`src/rtl/synaptic_integration_scheduler.sv`:
```
// synaptic_integration_scheduler
// Sweeps the synaptic integration unit across all active neurons once per
// timestep: one read per cycle into the conductance and weight-sum RAMs and,
// one cycle later, the write-back of the integrated conductance.
//
// Handshake: start is a one-cycle request that is honoured only while the
// FSM is idle; busy stays high from the cycle after an accepted start through
// the done cycle; done is a one-cycle completion pulse. Read and write ports
// are enable-qualified, and an address is meaningful only while its enable is
// high (it is held at 0 otherwise).
//
// Optional feature macro: SIU_CLEAR_SUMS_EN. When defined, each weight-sum
// entry is zeroed in the same cycle its conductance is written back. When
// undefined, the clear port is tied to 0.
module synaptic_integration_scheduler #(
    parameter int NEURON_WIDTH = 11
) (
    input  logic                    clock,
    input  logic                    reset,
    input  logic                    start,
    input  logic [NEURON_WIDTH:0]   neuron_count,
    output logic                    busy,
    output logic                    done,
    output logic                    rd_en,
    output logic [NEURON_WIDTH-1:0] rd_addr,
    output logic                    cond_wr_en,
    output logic [NEURON_WIDTH-1:0] cond_wr_addr,
    output logic                    sum_clr_en,
    output logic [NEURON_WIDTH-1:0] sum_clr_addr,
    output logic [1:0]              state_dbg
);

    typedef enum logic [1:0] {
        IDLE  = 2'd0,
        RUN   = 2'd1,
        DRAIN = 2'd2,
        DONE  = 2'd3
    } state_t;

    localparam logic [NEURON_WIDTH:0] MAX_COUNT = {1'b1, {NEURON_WIDTH{1'b0}}};

    state_t                state;
    logic [NEURON_WIDTH:0] count;
    logic [NEURON_WIDTH:0] idx;
    logic [NEURON_WIDTH:0] sat_count;

    // Clamp the requested sweep length to the addressable neuron range.
    always_comb begin
        sat_count = neuron_count;
        if (neuron_count > MAX_COUNT) begin
            sat_count = MAX_COUNT;
        end
    end

    assign state_dbg = state;

    // Sweep FSM with registered outputs. idx holds the next neuron to read;
    // the write stage simply replays the previous cycle's read one cycle later,
    // matching the one-cycle RAM read latency.
    always_ff @(posedge clock) begin
        if (reset) begin
            state        <= IDLE;
            count        <= '0;
            idx          <= '0;
            busy         <= 1'b0;
            done         <= 1'b0;
            rd_en        <= 1'b0;
            rd_addr      <= '0;
            cond_wr_en   <= 1'b0;
            cond_wr_addr <= '0;
        end else begin
            cond_wr_en   <= rd_en;
            cond_wr_addr <= rd_en ? rd_addr : '0;
            case (state)
                IDLE: begin
                    if (start) begin
                        busy <= 1'b1;
                        if (sat_count == '0) begin
                            state <= DONE;
                        end else begin
                            count   <= sat_count;
                            rd_en   <= 1'b1;
                            rd_addr <= '0;
                            idx     <= {{NEURON_WIDTH{1'b0}}, 1'b1};
                            state   <= RUN;
                        end
                    end
                end
                RUN: begin
                    if (idx == count) begin
                        // Last read is on the bus this cycle; only its write remains.
                        rd_en   <= 1'b0;
                        rd_addr <= '0;
                        state   <= DRAIN;
                    end else begin
                        rd_en   <= 1'b1;
                        rd_addr <= idx[NEURON_WIDTH-1:0];
                        idx     <= idx + 1'b1;
                    end
                end
                DRAIN: begin
                    done  <= 1'b1;
                    state <= DONE;
                end
                DONE: begin
                    // An empty sweep enters DONE with done low, so it raises done
                    // here first; a normal sweep arrives with done already high.
                    if (done) begin
                        done  <= 1'b0;
                        busy  <= 1'b0;
                        state <= IDLE;
                    end else begin
                        done <= 1'b1;
                    end
                end
                default: state <= IDLE;
            endcase
        end
    end

`ifdef SIU_CLEAR_SUMS_EN
    // Zero each weight-sum entry alongside its conductance write-back.
    always_ff @(posedge clock) begin
        if (reset) begin
            sum_clr_en   <= 1'b0;
            sum_clr_addr <= '0;
        end else begin
            sum_clr_en   <= rd_en;
            sum_clr_addr <= rd_en ? rd_addr : '0;
        end
    end
`else
    assign sum_clr_en   = 1'b0;
    assign sum_clr_addr = '0;
`endif

endmodule

```
`config.mk`:
```
export PLATFORM = sky130hd
export DESIGN_NAME = synaptic_integration_scheduler
export DESIGN_NICKNAME = d
export VERILOG_FILES = /design/src/rtl/synaptic_integration_scheduler.sv
export SDC_FILE = /design/constraint.sdc
export NUM_CORES = 1
export LEC_CHECK = 0
export CORE_ASPECT_RATIO = 1.4
export CORE_MARGIN = 2
export CORE_UTILIZATION = 45
export DETAILED_ROUTE_END_ITERATION = 8
export GPL_TIMING_DRIVEN = 0
export PLACE_DENSITY = 0.72
export SYNTH_ARGS = -nofsm -noshare
export SYNTH_HDL_FRONTEND = slang
export SYNTH_SLANG_ARGS = --single-unit
```
`constraint.sdc`:
```
create_clock -name clock -period 2 [get_ports clock]
set_input_delay 0.2 -clock clock [delete_from_list [all_inputs] [get_ports clock]]
set_output_delay 0.2 -clock clock [all_outputs]
set_load 0.05 [all_outputs]
```
==> run metrics, run 1 <==
commonest non-fill, non-tap cell in the layout dfxtp_1; largest net degree at the start of global routing 17; Detailed Place HPWL 4.45 mm; FF+latch count, synth 52; drt drc 0; clock power share 20.7%; DRT Pass-1 Iters 4; total power 0.00370 W; final hold violations 0; IR drop worst, VDD 0.000888 V; Crit Path Max Fanout 10; Int Pwr 0.00217 W; dominant cell type by area after synthesis dfxtp_1; row cnt 32; final period utilization 96.6%; sequential fraction of design power 32.8%; Logic pwr share 46.5%; final WL 6.05 mm; Slew headroom 65.2%; vias in the first global route 2148; mux cell area share after synthesis 0%; wire length per cell 14.6 µm; Cell Area, Synth 2610 µm²; Critical Path RT 2220 ps; maximum clock insertion buffer count 2; Max Fclk 518 MHz; Hold Slack 471 ps; Placer Congestion 0.922; ant diodes 0; DR WL met3 295 µm; port bufs 41; Max-Cap Viols 0; commonest cells after routing, fill and taps aside dfxtp_1 (49), clkdlybuf4s50_1 (41), a21oi_1 (19); Final Skew 10.7 ps; post-synthesis cell type count 53; Post-Synth Adder-Cell Area 2.39%; Reg clk slew, reported paths 100 ps; synthesized instance count 284; clock root buffer clkbuf_8; CTS buffer count 5; DRT met1 WL 2.41 mm; vias post-DR 2292; status finished clean; clock latency on the worst-skew pair 320 ps; Die Y 94.2 µm; fin crit period 1930 ps; DR iter-0 viols 130; setup TNS 0 ps; PD cells 1100 nW/µm²; Synth Area in Compound Gates 20.3%; Overflow after GRT 0; routed vias/inst 5.52; CTS tree built; CTS sink cnt 52; crit path capture type register; XOR/XNOR share of the synthesized area 4.88%; Primary FF master, synth dfxtp_1; GRT Overall Usage 20.1%; data arrival time of the critical path 2150 ps; synthesis-to-layout area growth 28.9%; fin util 60.5%; Top Ports 55; final setup fails 0; switching share of power 41.4%; syn_area_per_cell 9.20 µm²; top routing layer in use met4; met2 WL 3.24 mm; crit path kind in2reg; CTS H-tree depth 2; first-pass GRT wire length 9.92 mm; post-synthesis simple-gate area fraction 21.4%; Final Max Tran Viols 0; Psw 0.00153 W; worst slew pin tran 522 ps; CTS Hold Bufs 0; EDFF count, synth 0; Seq/Total Area, Yosys 39.8%; largest family of logic cells by synthesized area simple AND/OR/NAND/NOR gates; layout cells sized above 1 16.4%; Routed Antenna Nets 0; initial antenna violation count 0; Hold WC Path Type reg2reg; Post-synth ARST share 0%; full die area 6440 µm²; starting density of the core 47.0%; Yosys warning count 0; largest cells by area after synthesis dfxtp_1 (40%), a22o_1 (3.7%), a21oi_1 (3.6%); layout net count 366; Leak 1.22 nW; Die Span X 68.4 µm; share of the synthesized area in the top cell type 39.8%; CP Launch Type input pin; core area 5570 µm²
critical path, stage by stage:
cell             delay, ps
clkdlybuf4s50_1        440
nor4_2                 310
and4_1                 240
buf_6                  140
a21o_1                 130
buf_6                  150
buf_8                  140
nand3_1                 90
a311oi_1               310
flip-flops by register name, summed over array words and instances (netlist names):
name and flops:
cond_wr_en 1, rd_addr 11, busy 1, state_dbg 2, done 1, rd_en 1, cond_wr_addr 11, idx 12
count 12
cells in the mapped netlist, drive strengths merged, types with 6 or more instances:
cell and n:
dfxtp 52, nand4 13, inv 14, nand2 20
and2 12, xnor2 12, a21oi 20, a22o 11
nor2 15, buf 27, nand3 10, nor3 9
nor4b 6
logic make-up after synthesis:
| logic type | Yosys count |
|---|---|
| flops | 52 |
| other cells | 1 |
| fa+ha+maj | 5 |
| xor+xnor | 12 |
| compound gates | 67 |
| buf+inv | 46 |
| simple gates | 101 |
stage by stage:
step | setup slack, ps | area (µm²) | instances
2_1_floorplan | 37.7 | 2660 | 295
3_3_place_gp | -264 | 3150 | 404
3_5_place_dp | -252 | 3150 | 404
4_1_cts | 19.9 | 3310 | 412
5_1_grt | -23.4 | 3370 | 415
6_report | 68.4 | 3370 | 415
metal layers:
layer	up-vias	track usage [%]
met3	11	3.36
met4	0	11.0
li1	1129	-
met2	86	34.2
met5	-	0
met1	1066	23.0
path summary, 6_finish.rpt:
kind	end	cells past startpoint	from	slack, ps
worst max-delay path	idx[1]	9	neuron_count[3]	70
worst min-delay path	count[7]	2	count[7]	470
worst max register to register	rd_addr[2]	8	idx[2]	80
worst min register to register	count[7]	2	count[7]	470
power groups by stage:
stage	clock (W)	sequential (W)	combinational, W
final	0.000765	0.00121	0.00172
after global routing	0.000814	0.00122	0.00184
after CTS	0.000776	0.00121	0.00159
after detailed placement	0	0.00123	0.00151
after global placement	0	0.00123	0.00149
after floorplan	0	0.00139	0.000966
final cells by class:
| class | count | area, µm² |
|---|---|---|
| sequential | 52 | 1040 |
| clock buffer | 6 | 82.6 |
| tap | 68 | 85.1 |
| multi-input combinational | 197 | 1380 |
| clock inverter | 2 | 38.8 |
| fill | 517 | 2200 |
| timing repair buffer | 44 | 445 |
| inverter | 14 | 52.6 |
| buffer | 32 | 244 |
repair_timing:
action | in CTS | in global routing
buffers inserted | 0 | 3
endpoints found under the setup margin | 24 | 21
pin swaps | 0 | 1
gates resized for setup | 8 | 6
Power figures use the tool's default switching activity.
==> inputs of run 2 (changes only) <==
--- a/config.mk
+++ b/config.mk
@@ -5,12 +5,13 @@
 export SDC_FILE = /design/constraint.sdc
 export NUM_CORES = 1
 export LEC_CHECK = 0
+export CAP_MARGIN = 20
 export CORE_ASPECT_RATIO = 1.4
 export CORE_MARGIN = 2
-export CORE_UTILIZATION = 45
+export CORE_UTILIZATION = 40
 export DETAILED_ROUTE_END_ITERATION = 8
 export GPL_TIMING_DRIVEN = 0
-export PLACE_DENSITY = 0.72
+export PLACE_DENSITY = 0.65
 export SYNTH_ARGS = -nofsm -noshare
 export SYNTH_HDL_FRONTEND = slang
 export SYNTH_SLANG_ARGS = --single-unit
==> run metrics, run 2 (synthesized netlist as in run 1, its figures left out) <==
met1 Use GR 20.2%; maximum clock insertion buffer count 2; drt drc 0; Post-Place Cell Area 3160 µm²; worst slew pin tran 551 ps; Max-Cap Viols 0; Die Span X 72.3 µm; fin crit period 1920 ps; clock latency on the worst-skew pair 310 ps; IR drop worst, VDD 0.000524 V; Final Skew 6.56 ps; GRT Overall Usage 17.4%; data arrival time of the critical path 2170 ps; ant diodes 0; DR iter-0 viols 94; wire length per cell 14.4 µm; fill count 609; initial antenna violation count 0; largest net degree at the start of global routing 17; Overflow after GRT 0; CTS sink cnt 52; commonest non-fill, non-tap cell in the layout dfxtp_1; full die area 7210 µm²; status finished clean; core area 6250 µm²; Max Fclk 522 MHz; synthesis-to-layout area growth 27.4%; met2 Use GR 30.7%; Final Non-Filler Cells 418; routed vias/inst 5.37; crit path kind reg2reg; CTS H-tree depth 2; Die Y 99.6 µm; vias post-DR 2244; Top Ports 55; Slew headroom 63.2%; vias in the first global route 2101; CP Launch Type register; commonest cells after routing, fill and taps aside dfxtp_1 (46), clkdlybuf4s50_1 (41), a21oi_1 (19); first-pass GRT wire length 10.0 mm; layout net count 365; largest registers count x12, idx x12; Detailed Place HPWL 4.43 mm; Critical Path RT 2250 ps; Final Max Tran Viols 0; Final Instance Area 3330 µm²; Leak 1.20 nW; row cnt 34; Routed Antenna Nets 0; final setup fails 0; CTS tree built; starting density of the core 41.8%; PD cells 1040 nW/µm²; Crit Path Max Fanout 10; Reg clk slew, reported paths 90 ps; final WL 6.00 mm; final period utilization 95.9%; final hold violations 0; clock root buffer clkbuf_8; CTS Hold Bufs 0; fin util 53.2%; Placer Congestion 0.849; DRT Pass-1 Iters 4; layout cells sized above 1 16.8%; total power 0.00345 W; CTS buffer count 5; crit path capture type register; port bufs 41; GRT Max-Usage Layer met2; Cells after DPL 408; met3 usage 3.55%; Hold WC Path Type reg2reg
run 2: critical path: stages, from the launching register on:
cell and delay (ps):
dfxtp_2 350, inv_1 80, ha_1 340, inv_2 170
or4_1 530, a2111o_1 300, nand4_1 90
run 2: final cells by class:
| cell class | instances | area [µm²] | area share [%] |
|---|---|---|---|
| Multi-Input combinational cell | 197 | 1380 | 41.6 |
| Sequential cell | 52 | 1050 | 31.5 |
| Timing Repair Buffer | 43 | 425 | 12.8 |
| Buffer | 32 | 240 | 7.22 |
| Tap cell | 72 | 90.1 | 2.71 |
| Clock buffer | 6 | 72.6 | 2.18 |
| Inverter | 14 | 52.6 | 1.58 |
| Clock inverter | 2 | 16.3 | 0.489 |
run 2: path summary, 6_finish.rpt:
| path | start | endpoint | slack (ps) | cells past startpoint |
|---|---|---|---|---|
| worst max-delay path | state_dbg[1] | idx[11] | 80 | 6 |
| worst min-delay path | count[7] | count[7] | 470 | 2 |
| worst max register to register | state_dbg[1] | idx[11] | 80 | 6 |
| worst min register to register | count[7] | count[7] | 470 | 2 |
run 2: repair_timing:
action,4_1_cts,5_1_grt
setup buffers,0,2
pin swaps,0,2
setup endpoints to repair,20,19
gates resized for setup,7,10
run 2: per-layer routing:
metal | up-vias | part of all wire, %
met5 | - | 0
met4 | 0 | 1.7
met3 | 8 | 5.2
met2 | 83 | 53
met1 | 1025 | 40
li1 | 1128 | -
run 2: metrics by stage:
step	hold slack [ps]	setup slack (ps)	TNS, ps
4_1_cts	473	14.4	0
6_report	468	82.6	0
3_3_place_gp	456	-287	-4200
5_1_grt	503	-1.40	-1.40
2_1_floorplan	352	37.7	0
3_5_place_dp	462	-284	-4260
run 2: power breakdown:
part	switching, W	internal, W
logic	0.00106	0.000590
registers	0.0000855	0.00113
clock network	0.000341	0.000249
total	0.00149	0.00197
==> inputs of run 3 (changes only) <==
--- a/config.mk
+++ b/config.mk
@@ -5,13 +5,15 @@
 export SDC_FILE = /design/constraint.sdc
 export NUM_CORES = 1
 export LEC_CHECK = 0
+export ABC_AREA = 1
 export CAP_MARGIN = 20
 export CORE_ASPECT_RATIO = 1.4
 export CORE_MARGIN = 2
-export CORE_UTILIZATION = 40
+export CORE_UTILIZATION = 51
 export DETAILED_ROUTE_END_ITERATION = 8
+export GPL_ROUTABILITY_DRIVEN = 0
 export GPL_TIMING_DRIVEN = 0
-export PLACE_DENSITY = 0.65
+export PLACE_DENSITY = 0.79
 export SYNTH_ARGS = -nofsm -noshare
 export SYNTH_HDL_FRONTEND = slang
 export SYNTH_SLANG_ARGS = --single-unit
==> run metrics, run 3 <==
dominant cell type by area after synthesis dfxtp_1; Seq/Total Area, Yosys 38.0%; Hold WC Path Type in2reg; worst slew pin tran 590 ps; CP Launch Type register; wire length per cell 12.5 µm; Seq. cell area 1040 µm²; Max-Cap Viols 0; EDFF count, synth 0; CP top delay family simple AND/OR/NAND/NOR gates; post-synthesis cell type count 34; Primary FF master, synth dfxtp_1; ant diodes 0; Final Instance Area 3370 µm²; routed vias/inst 4.94; CP max stage delay 510 ps; starting density of the core 53.0%; CP dominant cell by count nor2_1; CTS sink cnt 52; Synth Area in Compound Gates 10.8%; final WL 6.32 mm; post-synthesis simple-gate area fraction 30.7%; initial antenna violation count 0; commonest cells after routing, fill and taps aside nor2_1 (74), nand2_1 (59), dfxtp_1 (52); fill count 459; largest registers count x12, idx x12; vias in the first global route 2431; Reg clk slew, reported paths 110 ps; Die Y 90.7 µm; layout net count 459; GRT Overall Usage 23.0%; Post-Place Cell Area 3270 µm²; Routed Antenna Nets 0; full die area 5980 µm²; core area 5160 µm²; IR drop worst, VDD 0.000825 V; Buf/Inv on CP 1; mux cell area share after synthesis 0%; syn_area_per_cell 7.20 µm²; status finished clean; worst-path cell chain xnor2_1 > nand2_1 > nor2_1 > nand3_2 > nor2_1 > nor2_1 > nand3_2 > buf_6 > nand2_1 > nand2_1 > nor2_1; data arrival time of the critical path 2030 ps; Final Skew 12.6 ps; Crit Path Max Fanout 10; maximum clock insertion buffer count 2; slowest stage cell, crit path dfxtp_1; Detailed Place HPWL 4.71 mm; port bufs 41; DRT Pass-1 Iters 4; Overflow after GRT 0; PD cells 1290 nW/µm²; clock latency on the worst-skew pair 320 ps; drt drc 0; Max Fclk 550 MHz; Post-synth ARST share 0%; DR iter-0 viols 133; Leak 1.41 nW; Cell Area, Synth 2740 µm²; Final Max Tran Viols 0; clock root buffer clkbuf_8; setup TNS 0 ps; XOR/XNOR share of the synthesized area 3.52%; largest family of logic cells by synthesized area simple AND/OR/NAND/NOR gates; CTS H-tree depth 2; Slew headroom 60.7%; first-pass GRT wire length 10.9 mm; CTS buffer count 5; fin crit period 1820 ps; FF+latch count, synth 52; Post-Synth Adder-Cell Area 2.29%; Die Span X 65.9 µm; synthesis-to-layout area growth 23.1%; row cnt 31; share of the synthesized area in the top cell type 38.0%; post-CTS setup buffer count 0; final setup fails 0; Yosys warning count 0; final hold violations 0; CTS tree built; Post-synth top cells nor2_1 (74), nand2_1 (59), dfxtp_1 (52); Critical Path RT 2210 ps; RSZ-0062 raised after global routing no; count leader, synth nor2_1; crit path kind reg2reg; vias post-DR 2502; largest net degree at the start of global routing 19; final period utilization 90.9%; Multi-input gate area 1340 µm²; largest cells by area after synthesis dfxtp_1 (38%), nor2_1 (10%), nand2_1 (8.1%); layout cells sized above 1 13.4%; synthesized instance count 380; crit path capture type register; commonest non-fill, non-tap cell in the layout nor2_1; Top Ports 55; fin util 65.3%
[run 3: final timing paths]
kind | cells after the start | to | startpoint | slack (ps)
worst max-delay path | 11 | idx[8] | idx[9] | 180
worst min-delay path | 2 | rd_addr[5] | reset | 240
worst max register to register | 11 | idx[8] | idx[9] | 180
worst min register to register | 2 | cond_wr_addr[6] | rd_addr[6] | 450
[run 3: per-stage QoR]
step | std cells | hold slack, ps | total power (W) | worst slack (ps)
CTS | 506 | 239 | 0.00436 | 148
global placement | 498 | 432 | 0.00366 | -103
finish | 506 | 242 | 0.00435 | 181
global route | 506 | 262 | 0.00467 | 1.58
floorplan | 391 | 343 | 0.00316 | 98.5
detailed placement | 498 | 436 | 0.00371 | -129
[run 3: cell type report]
cell class / instances / area share (%)
Clock buffer: 5 / 2.04
Inverter: 47 / 5.24
Buffer: 29 / 6.58
Multi-Input combinational cell: 263 / 39.8
Sequential cell: 52 / 30.9
Clock inverter: 3 / 0.817
Timing Repair Buffer: 41 / 12.2
Tap cell: 66 / 2.45
[run 3: repair_timing]
action	in CTS	in global routing
hold buffers	0	0
resized for setup	0	2
endpoints found under the hold margin	0	0
setup endpoints to repair	0	17
[run 3: logic make-up after synthesis]
group / Yosys count
buffers and inverters: 76
flip-flops: 52
other: 1
AO/OA/AOI/OAI: 50
adder cells (fa/ha/maj): 5
AND/OR/NAND/NOR: 185
XOR/XNOR: 11
[run 3: power breakdown]
group / leakage (nW) / switching, W / internal, W
Clock: 0.0463 / 0.000378 / 0.000258
Combinational: 0.943 / 0.00137 / 0.000784
Sequential: 0.425 / 0.000283 / 0.00128
[run 3: layer usage]
layer	wire length (µm)	global-route usage (%)
met5	0	0
met4	146	9.38
met3	314	4.24
met2	3330	40.3
met1	2530	26.7
